`src/rtl/instr_fetch_queue.sv`:
```
// ============================================================================
// instr_fetch_queue : circular buffer between fetch and the ID pipeline register
// Rev 1.0
// ============================================================================
`default_nettype none

module instr_fetch_queue #(
  parameter int DEPTH  = 4,
  parameter int EXC_W  = 8,
  parameter int PRED_W = 34
) (
  input  logic                     clk,
  input  logic                     resetn,
  input  logic                     IF_Valid,
  input  logic [31:0]              IF_Instr,
  input  logic [31:0]              IF_PC,
  input  logic [EXC_W-1:0]         IF_ExceptType,
  input  logic [PRED_W-1:0]        IF_PResult,
  output logic                     Q_Full,
  input  logic                     ID_Wr,
  input  logic                     ID_Flush,
  output logic                     Q_Valid,
  output logic [31:0]              Q_Instr,
  output logic [31:0]              Q_PC,
  output logic [EXC_W-1:0]         Q_ExceptType,
  output logic [PRED_W-1:0]        Q_PResult,
  output logic [$clog2(DEPTH):0]   Q_Count
);

  localparam int AW = $clog2(DEPTH);
  localparam int CW = AW + 1;
  localparam logic [CW-1:0] FULL_CNT = CW'(DEPTH);

  logic [31:0]       instr_mem [DEPTH];
  logic [31:0]       pc_mem    [DEPTH];
  logic [EXC_W-1:0]  exc_mem   [DEPTH];
  logic [PRED_W-1:0] pred_mem  [DEPTH];

  logic [AW-1:0] wp;
  logic [AW-1:0] rp;
  logic [CW-1:0] cnt;

  logic push;
  logic pop;

  assign Q_Full  = (cnt == FULL_CNT);
  assign Q_Valid = (cnt != '0);
  assign Q_Count = cnt;

  // Full rejects a push even when a pop happens in the same cycle (no bypass).
  assign push = IF_Valid && !Q_Full && !ID_Flush;
  assign pop  = ID_Wr && Q_Valid && !ID_Flush;

  always_ff @(posedge clk or negedge resetn) begin
    if (!resetn) begin
      wp  <= '0;
      rp  <= '0;
      cnt <= '0;
    end else if (ID_Flush) begin
      wp  <= '0;
      rp  <= '0;
      cnt <= '0;
    end else begin
      if (push) wp <= wp + AW'(1);
      if (pop)  rp <= rp + AW'(1);
      case ({push, pop})
        2'b10:   cnt <= cnt + CW'(1);
        2'b01:   cnt <= cnt - CW'(1);
        default: cnt <= cnt;
      endcase
    end
  end

  // Storage is intentionally unreset; stale entries are hidden by Q_Valid.
  always_ff @(posedge clk) begin
    if (push) begin
      instr_mem[wp] <= IF_Instr;
      pc_mem[wp]    <= IF_PC;
      exc_mem[wp]   <= IF_ExceptType;
      pred_mem[wp]  <= IF_PResult;
    end
  end

  always_comb begin
    Q_Instr      = '0;
    Q_PC         = '0;
    Q_ExceptType = '0;
    Q_PResult    = '0;
    if (Q_Valid) begin
      Q_Instr      = instr_mem[rp];
      Q_PC         = pc_mem[rp];
      Q_ExceptType = exc_mem[rp];
      Q_PResult    = pred_mem[rp];
    end
  end

endmodule

`default_nettype wire

```
`config.mk`:
```
export PLATFORM = sky130hd
export DESIGN_NAME = instr_fetch_queue
export DESIGN_NICKNAME = d
export VERILOG_FILES = /design/src/rtl/instr_fetch_queue.sv
export SDC_FILE = /design/constraint.sdc
export NUM_CORES = 1
export LEC_CHECK = 0
export BUFFER_PORTS_ARGS = -buffer_cell sky130_fd_sc_hd__buf_4
export CAP_MARGIN = 15
export CORE_MARGIN = 5
export CORE_UTILIZATION = 35
export CTS_CLUSTER_DIAMETER = 40
export DETAILED_ROUTE_END_ITERATION = 16
export GPL_TIMING_DRIVEN = 0
export PLACE_DENSITY = 0.63
export REMOVE_ABC_BUFFERS = 1
export SLEW_MARGIN = 20
export SYNTH_ARGS = -nofsm -noshare
export SYNTH_HDL_FRONTEND = slang
export SYNTH_SLANG_ARGS = --single-unit
```
`constraint.sdc`:
```
create_clock -name clk -period 8.1 [get_ports clk]
set_clock_uncertainty 0.2 [all_clocks]
set_input_delay 1.62 -clock clk [delete_from_list [all_inputs] [get_ports clk]]
set_output_delay 1.62 -clock clk [all_outputs]
set_load 0.005 [all_outputs]
```
Word-level counts from Yosys, hierarchy flattened
Memories as Yosys holds them, arrays and structs flattened.
Cells that the tools add are included.
- register bits after elaboration: 7
- memories kept: 4
- bits of input ports: 111
- bits in writable memories: 424
- output and inout port bits: 111
- logic and storage cells: 36
- add/sub/neg operators: 4
- eq/ne operators: 3
- mux-type cells: 12
- reduce and logical (&&, ||, !) cells: 10
- memory list (name ; words ; width ; rd ports ; clocked after Yosys merged registers in ; write ports ; line ; RTL):
    pred_mem ; 4 ; 34 ; 1 ; 0 ; 1 ; 37 ; logic [PRED_W-1:0] pred_mem [DEPTH];
    instr_mem ; 4 ; 32 ; 1 ; 0 ; 1 ; 34 ; logic [31:0] instr_mem [DEPTH];
    pc_mem ; 4 ; 32 ; 1 ; 0 ; 1 ; 35 ; logic [31:0] pc_mem [DEPTH];
    exc_mem ; 4 ; 8 ; 1 ; 0 ; 1 ; 36 ; logic [EXC_W-1:0] exc_mem [DEPTH];
- operator list (cell ; count):
    2-to-1 mux 32 bit ; 2
    2-to-1 mux 34 bit ; 1
    2-to-1 mux 2 bit ; 4
    2-to-1 mux 8 bit ; 1
    one-hot mux 3 bit (2 select lines) ; 1
    nonzero test 3 bit ; 2
    adder 2 x 1 -> 2 bit, second input constant ; 2
    logical AND 1 bit ; 4
    nonzero test 2 bit ; 2
    adder 3 x 1 -> 3 bit, second input constant ; 1
    == test 3 bit, second input constant ; 1
    2-to-1 mux 3 bit ; 1
    subtractor 3 x 1 -> 3 bit, second input constant ; 1
    == test 2 x 1 -> 1 bit, second input constant ; 1
    == test 2 bit, second input constant ; 1
    logical NOT 1 bit ; 2
    2-to-1 mux 1 bit ; 2

Logic depth before layout (Yosys ltp)
Gate-level depths: netlist of the first run.
- depth in word-level cells: 7
- gate-level depth with buffers: 7
- mapped depth without buffers: 6

Least setup slack after synthesis of the first run
No wires, ideal clock.
- path kind: input to register
- from: input port IF_Valid
- to: memory exc_mem[0][0], enable pin
- arrival: 4.709 ns
- library setup time: 0.477 ns
- required time: 7.423 ns
- buffers on the path: 1
- path slack: 2.714 ns
- stages on the path: 4
- cell sequence: clkbuf_1 inv_1 nor3_1 and2_1
- cells in the longest elaborated chain, start to end: 4
- RTL lines (what ; line ; RTL):
    start: declaration ; 14 ; input logic IF_Valid,
    logical AND 1 bit (2 in series) ; 51 ; assign push = IF_Valid && !Q_Full && !ID_Flush;
    2-to-1 mux 1 bit ; 76 ; if (push) begin
    2-to-1 mux 1 bit (not written as such) ; 79 ; exc_mem[wp] <= IF_ExceptType;
    end: declaration ; 36 ;
No other way between the ends.

Worst setup path after layout of the first run
- from: register rp[0]
- to: output port Q_Instr[10]
- cells in the longest elaborated chain, start to end: 2
- RTL lines (what ; line ; RTL):
    start: declaration ; 40 ; logic [AW-1:0] rp;
    start signal: assignment ; 65 ; if (pop) rp <= rp + AW'(1);
    memory (4 x 32 bit) ; -- ;
    2-to-1 mux 32 bit ; 89 ; if (Q_Valid) begin
    end: declaration ; 23 ; output logic [31:0] Q_Instr,
No other way between the ends.

==> impl_summary.log, run 1 <==
INFO  metric crit_slowest_cell = sky130_fd_sc_hd__dfrtp_4
INFO  metric vias = 8079
INFO  metric pin_count = 222
INFO  metric crit_buf_inv = 3
INFO  metric totalWireLength = about 35000 µm
INFO  metric regToRegSetupSlack = 5270 ps
INFO  metric cts_resized = 0
INFO  metric reg2reg_from = Q_Count[1]
INFO  metric tritoncts_clock_tree = built
INFO  metric slew_viol_final = 0
INFO  metric maximum_frequency_from_static_timing_analysis = 216.1 MHz
INFO  metric dp_hpwl = a little over 20000 µm
INFO  metric die_w = 227.5 µm
INFO  metric cell_count_final_fillers_out = 1657
INFO  metric areaGrowthSynthToFinish = 27.60%
INFO  metric fraction_of_the_mapped_netlist_area_in_compound_gates = less than 1%
INFO  metric clkSlewWorstSetupHoldPaths = 50 ps
INFO  metric hold_depth = 2
INFO  metric largest_fanout_of_any_net_on_the_critical_path = 31
INFO  metric post-route-worst-setup-slack = 3473 ps
INFO  metric initial_core_util = a little over a third
INFO  metric post_synth_and_or_nand_nor_area_fraction = ~4.8%
INFO  metric dp_slack = 3961 ps
INFO  metric place.port_buffers = 221
INFO  metric synth_edf_count = 424
INFO  metric fp.dieH = 227.5 µm
INFO  metric cp.arrival = between 2000 and 3000 ps
INFO  metric hold_fails_final_rpt = 0
INFO  metric grt_first_pass_wirelength = 52360 µm
INFO  metric hold_worst_path_end = wp[1]
INFO  metric timing.critical_path.max_delay_family = flip-flops
INFO  metric status = finished clean
INFO  metric startpoint_type = register
INFO  metric grt_start_max_net_pins = 48
INFO  metric drv.max_cap_violation_count = 0
INFO  metric cts_made_buffers = 61
INFO  metric cts.htree.levels = 2
INFO  metric power.static_leakage = roughly 0.0072 µW
INFO  metric synth_top_family_by_area = multiplexers
INFO  metric peak_ir_drop_on_the_vdd_network = 0.0001760 V
INFO  metric crit_startpoint = rp[0]
INFO  metric critPathCaptureType = primary output
INFO  metric grt_overflow = 0
INFO  metric holdBufCountCts = 0
INFO  metric min_period = 4627 ps
INFO  metric power.total = 5623 µW
INFO  metric layout-drive-gt1-share = 43.37%
INFO  metric max_stage_delay = ~750 ps
INFO  metric drc = 0
INFO  metric xor_xnor_cell_area_share_of_the_yosys_netlist = 0.1058%
INFO  metric clock-sinks = 431
INFO  metric worst_slew_pin_slew = 655.4 ps
INFO  metric place_inst = about 1500
INFO  metric hold_path_class = register to register
INFO  metric fillCellCount = 4019
INFO  metric clockRootBuffer = sky130_fd_sc_hd__clkbuf_16
INFO  metric critPathKind = register to primary output
INFO  metric fin_crit_sh = a little under three fifths
INFO  metric synthAdderAreaFrac = less than 1%
INFO  metric reg2reg_depth = 5
INFO  metric commonest_non_fill_non_tap_cells_in_the_layout = sky130_fd_sc_hd__edfxtp_1, sky130_fd_sc_hd__buf_4, sky130_fd_sc_hd__mux4_2, sky130_fd_sc_hd__and2_1, sky130_fd_sc_hd__clkbuf_16
INFO  metric r2r_end = instr_mem[0][3]
INFO  metric max-clock-path-buffers = 3
INFO  metric die-area = 0.05176 mm²
INFO  metric num-nets-final = 1116
INFO  metric grt_antenna_before_repair = 1
INFO  metric final_common_cell = sky130_fd_sc_hd__edfxtp_1
INFO  metric first_pass_iters = 4
INFO  metric worst_ep_required_time = roughly 6300 ps
INFO  metric worstHoldStart = wp[1]
INFO  metric synth-seq-area-share = between 70% and 80%
INFO  metric drtIter0Drc = 418
INFO  metric ys_dominant_reg_cell = sky130_fd_sc_hd__edfxtp_1
INFO  metric coreArea = 0.04665 mm²
INFO  metric crit_path_frequent_cell = sky130_fd_sc_hd__buf_16
INFO  metric synth_area_per_cell = 22.32 µm²
INFO  metric ys_async_sr_fraction = 1.624%
INFO  metric mapped_cell_area = 0.01656 mm²
INFO  metric final_setup_violation_count = 0
INFO  metric ys.warnings.count = 0
INFO  metric hold_ws = 397.9 ps
INFO  metric vias_per_cell = between 4 and 5
INFO  metric post_drt_wl_per_cell = ~21 µm
INFO  metric power_per_cell_area = 266.2 mW/mm²
INFO  metric global_route.usage.total = 13.35%
INFO  metric via_count_of_the_first_global_routing_pass = 8739
INFO  metric synth.mux.area_fraction = 14.55%
INFO  metric worstSkewPairLatency = 590 ps
INFO  metric netlist-cell-type-count = 37
INFO  metric timing.critical_path.cells = buf_16 > buf_16 > mux4_2 > and2_1 > buf_4
INFO  metric setup_repair_after_global_routing_missed_its_margin = false
INFO  metric globalplace.congestion = 0.6684
INFO  metric synth.ff_latch_count = around 430
INFO  metric rows = 79
INFO  metric antenna_violating_nets_post_route = 0
INFO  metric setup_bufs_post_cts = 0
INFO  metric slew_headroom = around 56%
INFO  metric syn-instance-count = between 700 and 800
-- cell families (layout without fill, tap and decap cells) --
family / Yosys count / after routing
AO/OA/AOI/OAI: 18 / 18
XOR/XNOR: 2 / 2
adder cells (fa/ha/maj): 5 / 5
buffers and inverters: 47 / 354
flip-flops: 431 / 431
multiplexers: 108 / 108
other: 0 / 1
AND/OR/NAND/NOR: 131 / 131
-- state kept, by name, indices dropped and copies added (netlist names) --
name / flops
Q_Count: 3
exc_mem: 32
instr_mem: 128
pc_mem: 128
pred_mem: 136
rp: 2
wp: 2
-- worst min-delay path, cell delays in order (launching register included) --
cell and delay, ps:
sky130_fd_sc_hd__dfrtp_1 410, sky130_fd_sc_hd__o21ai_0 80, sky130_fd_sc_hd__a21oi_1 70
-- Yosys cell counts (2+ instances only) --
| cell | count | area share (%) |
|---|---|---|
| sky130_fd_sc_hd__nor3_1 | 2 | 0.060 |
| sky130_fd_sc_hd__nor2_1 | 5 | 0.11 |
| sky130_fd_sc_hd__nand2b_1 | 2 | 0.076 |
| sky130_fd_sc_hd__and2_1 | 110 | 4.2 |
| sky130_fd_sc_hd__inv_1 | 5 | 0.11 |
| sky130_fd_sc_hd__clkbuf_1 | 21 | 0.48 |
| sky130_fd_sc_hd__buf_6 | 3 | 0.20 |
| sky130_fd_sc_hd__o311ai_0 | 2 | 0.11 |
| sky130_fd_sc_hd__a21oi_1 | 5 | 0.15 |
| sky130_fd_sc_hd__ha_1 | 4 | 0.30 |
| sky130_fd_sc_hd__o21ai_0 | 3 | 0.091 |
| sky130_fd_sc_hd__dfrtp_1 | 7 | 1.1 |
| sky130_fd_sc_hd__mux4_2 | 106 | 14 |
| sky130_fd_sc_hd__xor2_1 | 2 | 0.11 |
| sky130_fd_sc_hd__buf_2 | 15 | 0.45 |
| sky130_fd_sc_hd__edfxtp_1 | 424 | 77 |
| sky130_fd_sc_hd__nand3_1 | 6 | 0.18 |
-- stage by stage --
step                util (%)  area [µm²]  setup TNS (ps)
floorplan                  -       16340               0
global placement       40.21       18760         -120900
detailed placement     41.13       19190               0
CTS                    45.28       21130               0
global route           45.28       21130               0
finish                 45.29       21130               0
-- layer usage --
metal	global-route usage [%]	vias to the layer above	wire, µm
met3	4.088	60	2335
met4	4.398	2	766
met5	0	-	13
met2	22.08	213	17430
li1	-	3560	-
met1	16.96	4244	14390
-- power by group --
group / internal (µW) / switching [µW]
combinational: 338 / 271
clock: 1470 / 995
sequential: 2520 / 29.5
total: 4330 / 1300
-- how the worst max path moves through the flow --
stage,end,slack [ps],depth (start not counted)
finish,Q_Instr[10],3470,5
global route,Q_Instr[10],3250,5
CTS,Q_Instr[10],3310,5
detailed placement,Q_Instr[10],3960,5
global placement,Q_Instr[10],-1200,3
floorplan,Q_ExceptType[0],1300,2
-- area by class of cell --
type	instances	area, µm²	share of cell area (%)
Antenna cell	1	2.502	0.01184
Clock inverter	44	385.4	1.824
Tap cell	607	759.5	3.595
Inverter	5	18.77	0.08883
Timing Repair Buffer	237	2062	9.760
Clock buffer	68	1553	7.349
Sequential cell	431	12910	61.13
Multi-Input combinational cell	264	3432	16.24
Note: power is estimated with default switching activity, not from simulation.
==> run 2, diff against run 1 <==
==> constraint.sdc (replaced) <==
create_clock -name clk -period 4.5 [get_ports clk]
set_clock_uncertainty 0.2 [all_clocks]
set_input_delay 0.9 -clock clk [delete_from_list [all_inputs] [get_ports clk]]
set_output_delay 0.9 -clock clk [all_outputs]
set_load 0.005 [all_outputs]
==> run 2 against run 1 <==
  * Largest cell class unchanged
  * Design area is essentially flat
  * Clock-buffer cell count is the same
  * Total power is 80% higher
  * Largest power group unchanged
  * Critical path depth unchanged
  * Clock power is 80% higher
  * Register-to-register slack worse by 3600 ps
  * Cell count hardly changed
  * Worst hold slack got worse by 86 ps
==> impl_summary.log, run 2 (synthesis results as in run 1) <==
INFO  metric status = finished clean
INFO  metric layout_top_registers = pred_mem x136, instr_mem x128, pc_mem x128
INFO  metric final_common_cell = sky130_fd_sc_hd__edfxtp_1
INFO  metric grt_overflow = 0
INFO  metric grt_antenna_before_repair = 1
INFO  metric hold_fails_final_rpt = 0
INFO  metric fin_crit_sh = 86.88%
INFO  metric min_period = 3910 ps
INFO  metric postLayoutCellArea = 0.02114 mm²
INFO  metric initial_core_util = 35.49%
INFO  metric clkSlewWorstSetupHoldPaths = 60 ps
INFO  metric reg2reg_from = Q_Count[1]
INFO  metric critPathKind = register to primary output
INFO  metric slew_viol_final = 0
INFO  metric hold_worst_path_end = pc_mem[3][24]
INFO  metric cp.arrival = 2810 ps
INFO  metric largest_register_ffs = 136
INFO  metric tritoncts_clock_tree = built
INFO  metric vias_per_cell = 4.873
INFO  metric clock-sinks = 431
INFO  metric area_of_the_multi_input_gates = 0.003432 mm²
INFO  metric power_per_cell_area = 478.9 mW/mm²
INFO  metric die_w = 227.5 µm
INFO  metric power.static_leakage = 0.007157 µW
INFO  metric regToRegSetupSlack = 1680 ps
INFO  metric global_route.usage.total = 13.37%
INFO  metric cts_resized = 0
INFO  metric setup_repair_after_global_routing_missed_its_margin = false
INFO  metric post_drt_wl_per_cell = 21.06 µm
INFO  metric grt_first_pass_wirelength = 52420 µm
INFO  metric hold_path_class = primary input to register
INFO  metric antenna_violating_nets_post_route = 0
INFO  metric worstSkewPairLatency = 590 ps
INFO  metric cts.htree.levels = 2
INFO  metric hold_depth = 1
INFO  metric hold_ws = 311.6 ps
INFO  metric layout-drive-gt1-share = between 40% and 50%
INFO  metric via_count_of_the_first_global_routing_pass = 8746
INFO  metric finish.utilization = ~45%
INFO  metric critPathCaptureType = primary output
INFO  metric final-seq-area = 0.01291 mm²
INFO  metric rows = 79
INFO  metric final_setup_violation_count = 0
INFO  metric grt_start_max_net_pins = 48
INFO  metric drtIter0Drc = between 400 and 500
INFO  metric maximum_frequency_from_static_timing_analysis = 255.8 MHz
INFO  metric num-nets-final = 1117
INFO  metric clockRootBuffer = sky130_fd_sc_hd__clkbuf_16
INFO  metric totalWireLength = 34930 µm
INFO  metric holdBufCountCts = 1
INFO  metric top_register = pred_mem
INFO  metric reg2reg_depth = 5
INFO  metric first_pass_iters = 4
INFO  metric coreArea = 0.04665 mm²
INFO  metric power.total = 10120 µW
INFO  metric areaGrowthSynthToFinish = 27.66%
INFO  metric r2r_end = instr_mem[0][3]
INFO  metric crit_path_frequent_cell = sky130_fd_sc_hd__buf_16
INFO  metric drv.max_cap_violation_count = 0
INFO  metric pin_count = between 200 and 250
INFO  metric dp_hpwl = 20450 µm
INFO  metric peak_ir_drop_on_the_vdd_network = 0.0003163 V
INFO  metric place.port_buffers = approximately 220
INFO  metric slew_headroom = 56.43%
INFO  metric crit_slowest_cell = sky130_fd_sc_hd__dfrtp_4
INFO  metric max-clock-path-buffers = 3
INFO  metric vias = 8080
INFO  metric cts_made_buffers = 61
INFO  metric max_stage_delay = 750 ps
INFO  metric largest_fanout_of_any_net_on_the_critical_path = 31
INFO  metric worst_slew_pin_slew = 653.6 ps
INFO  metric commonest_non_fill_non_tap_cells_in_the_layout = sky130_fd_sc_hd__edfxtp_1, sky130_fd_sc_hd__buf_4, sky130_fd_sc_hd__mux4_2, sky130_fd_sc_hd__and2_1, sky130_fd_sc_hd__clkbuf_16
INFO  metric timing.critical_path.cells = buf_16 > buf_16 > mux4_2 > and2_1 > buf_4
INFO  metric worst_ep_required_time = roughly 3400 ps
INFO  metric fp.dieH = ~230 µm
INFO  metric globalplace.congestion = 0.6684
INFO  metric die-area = 0.05176 mm²
INFO  metric worstHoldStart = IF_PC[24]
INFO  metric fillCellCount = 4016
INFO  metric drc = 0
INFO  metric post_dp_cell_area = 0.01919 mm²
INFO  metric startpoint_type = register
INFO  metric setup_bufs_post_cts = 0
## run 2: cell count changes in the layout (fill, tap and decap cells not counted)
cell and change:
sky130_fd_sc_hd__dlygate4sd3_1 +1
## run 2: routing by layer
layer / share of wire, % / wire length (µm) / global-route usage [%]
met5: 0.037 / 13 / 0
met4: 2.2 / 765 / 4.398
met3: 6.6 / 2319 / 4.101
met2: 50 / 17430 / 22.14
met1: 41 / 14400 / 16.95
## run 2: stage by stage
stage / setup WS [ps] / TNS [ps] / instances
final: 590.2 / 0 / 1658
after global routing: 367.7 / 0 / 1657
after CTS: 426.9 / 0 / 1657
after detailed placement: 1081 / 0 / 1544
after global placement: -4081 / -1496480 / 1528
after floorplan: -1578 / -168440 / 700
## run 2: power by group
group	internal, µW	switching (µW)
logic	609	489
registers	4530	53.0
clock network	2650	1790
## run 2: how the worst max path moves through the flow
| stage | start | to | slack, ps | cells past startpoint |
|---|---|---|---|---|
| after floorplan | rp[0] | Q_ExceptType[0] | -1580 | 2 |
| after global placement | rp[0] | Q_Instr[10] | -4080 | 3 |
| after CTS | rp[0] | Q_Instr[10] | 430 | 5 |
| final | rp[0] | Q_Instr[12] | 590 | 5 |
| after detailed placement | rp[0] | Q_Instr[10] | 1080 | 5 |
| after global routing | rp[0] | Q_Instr[10] | 370 | 5 |
## run 2: final cells by class
type                            instances  area share (%)
Tap cell                              607           3.593
Antenna cell                            1         0.01184
Inverter                                5         0.08879
Timing Repair Buffer                  238           9.802
Multi-Input combinational cell        264           16.24
Sequential cell                       431           61.10
Clock buffer                           68           7.346
Clock inverter                         44           1.823
## run 2: worst max-delay path, delay by kind of cell, from the launching register on
family	cells	cell delay [ps]
mux	1	550
flops	1	750
buf+inv	3	720
simple gates	1	190
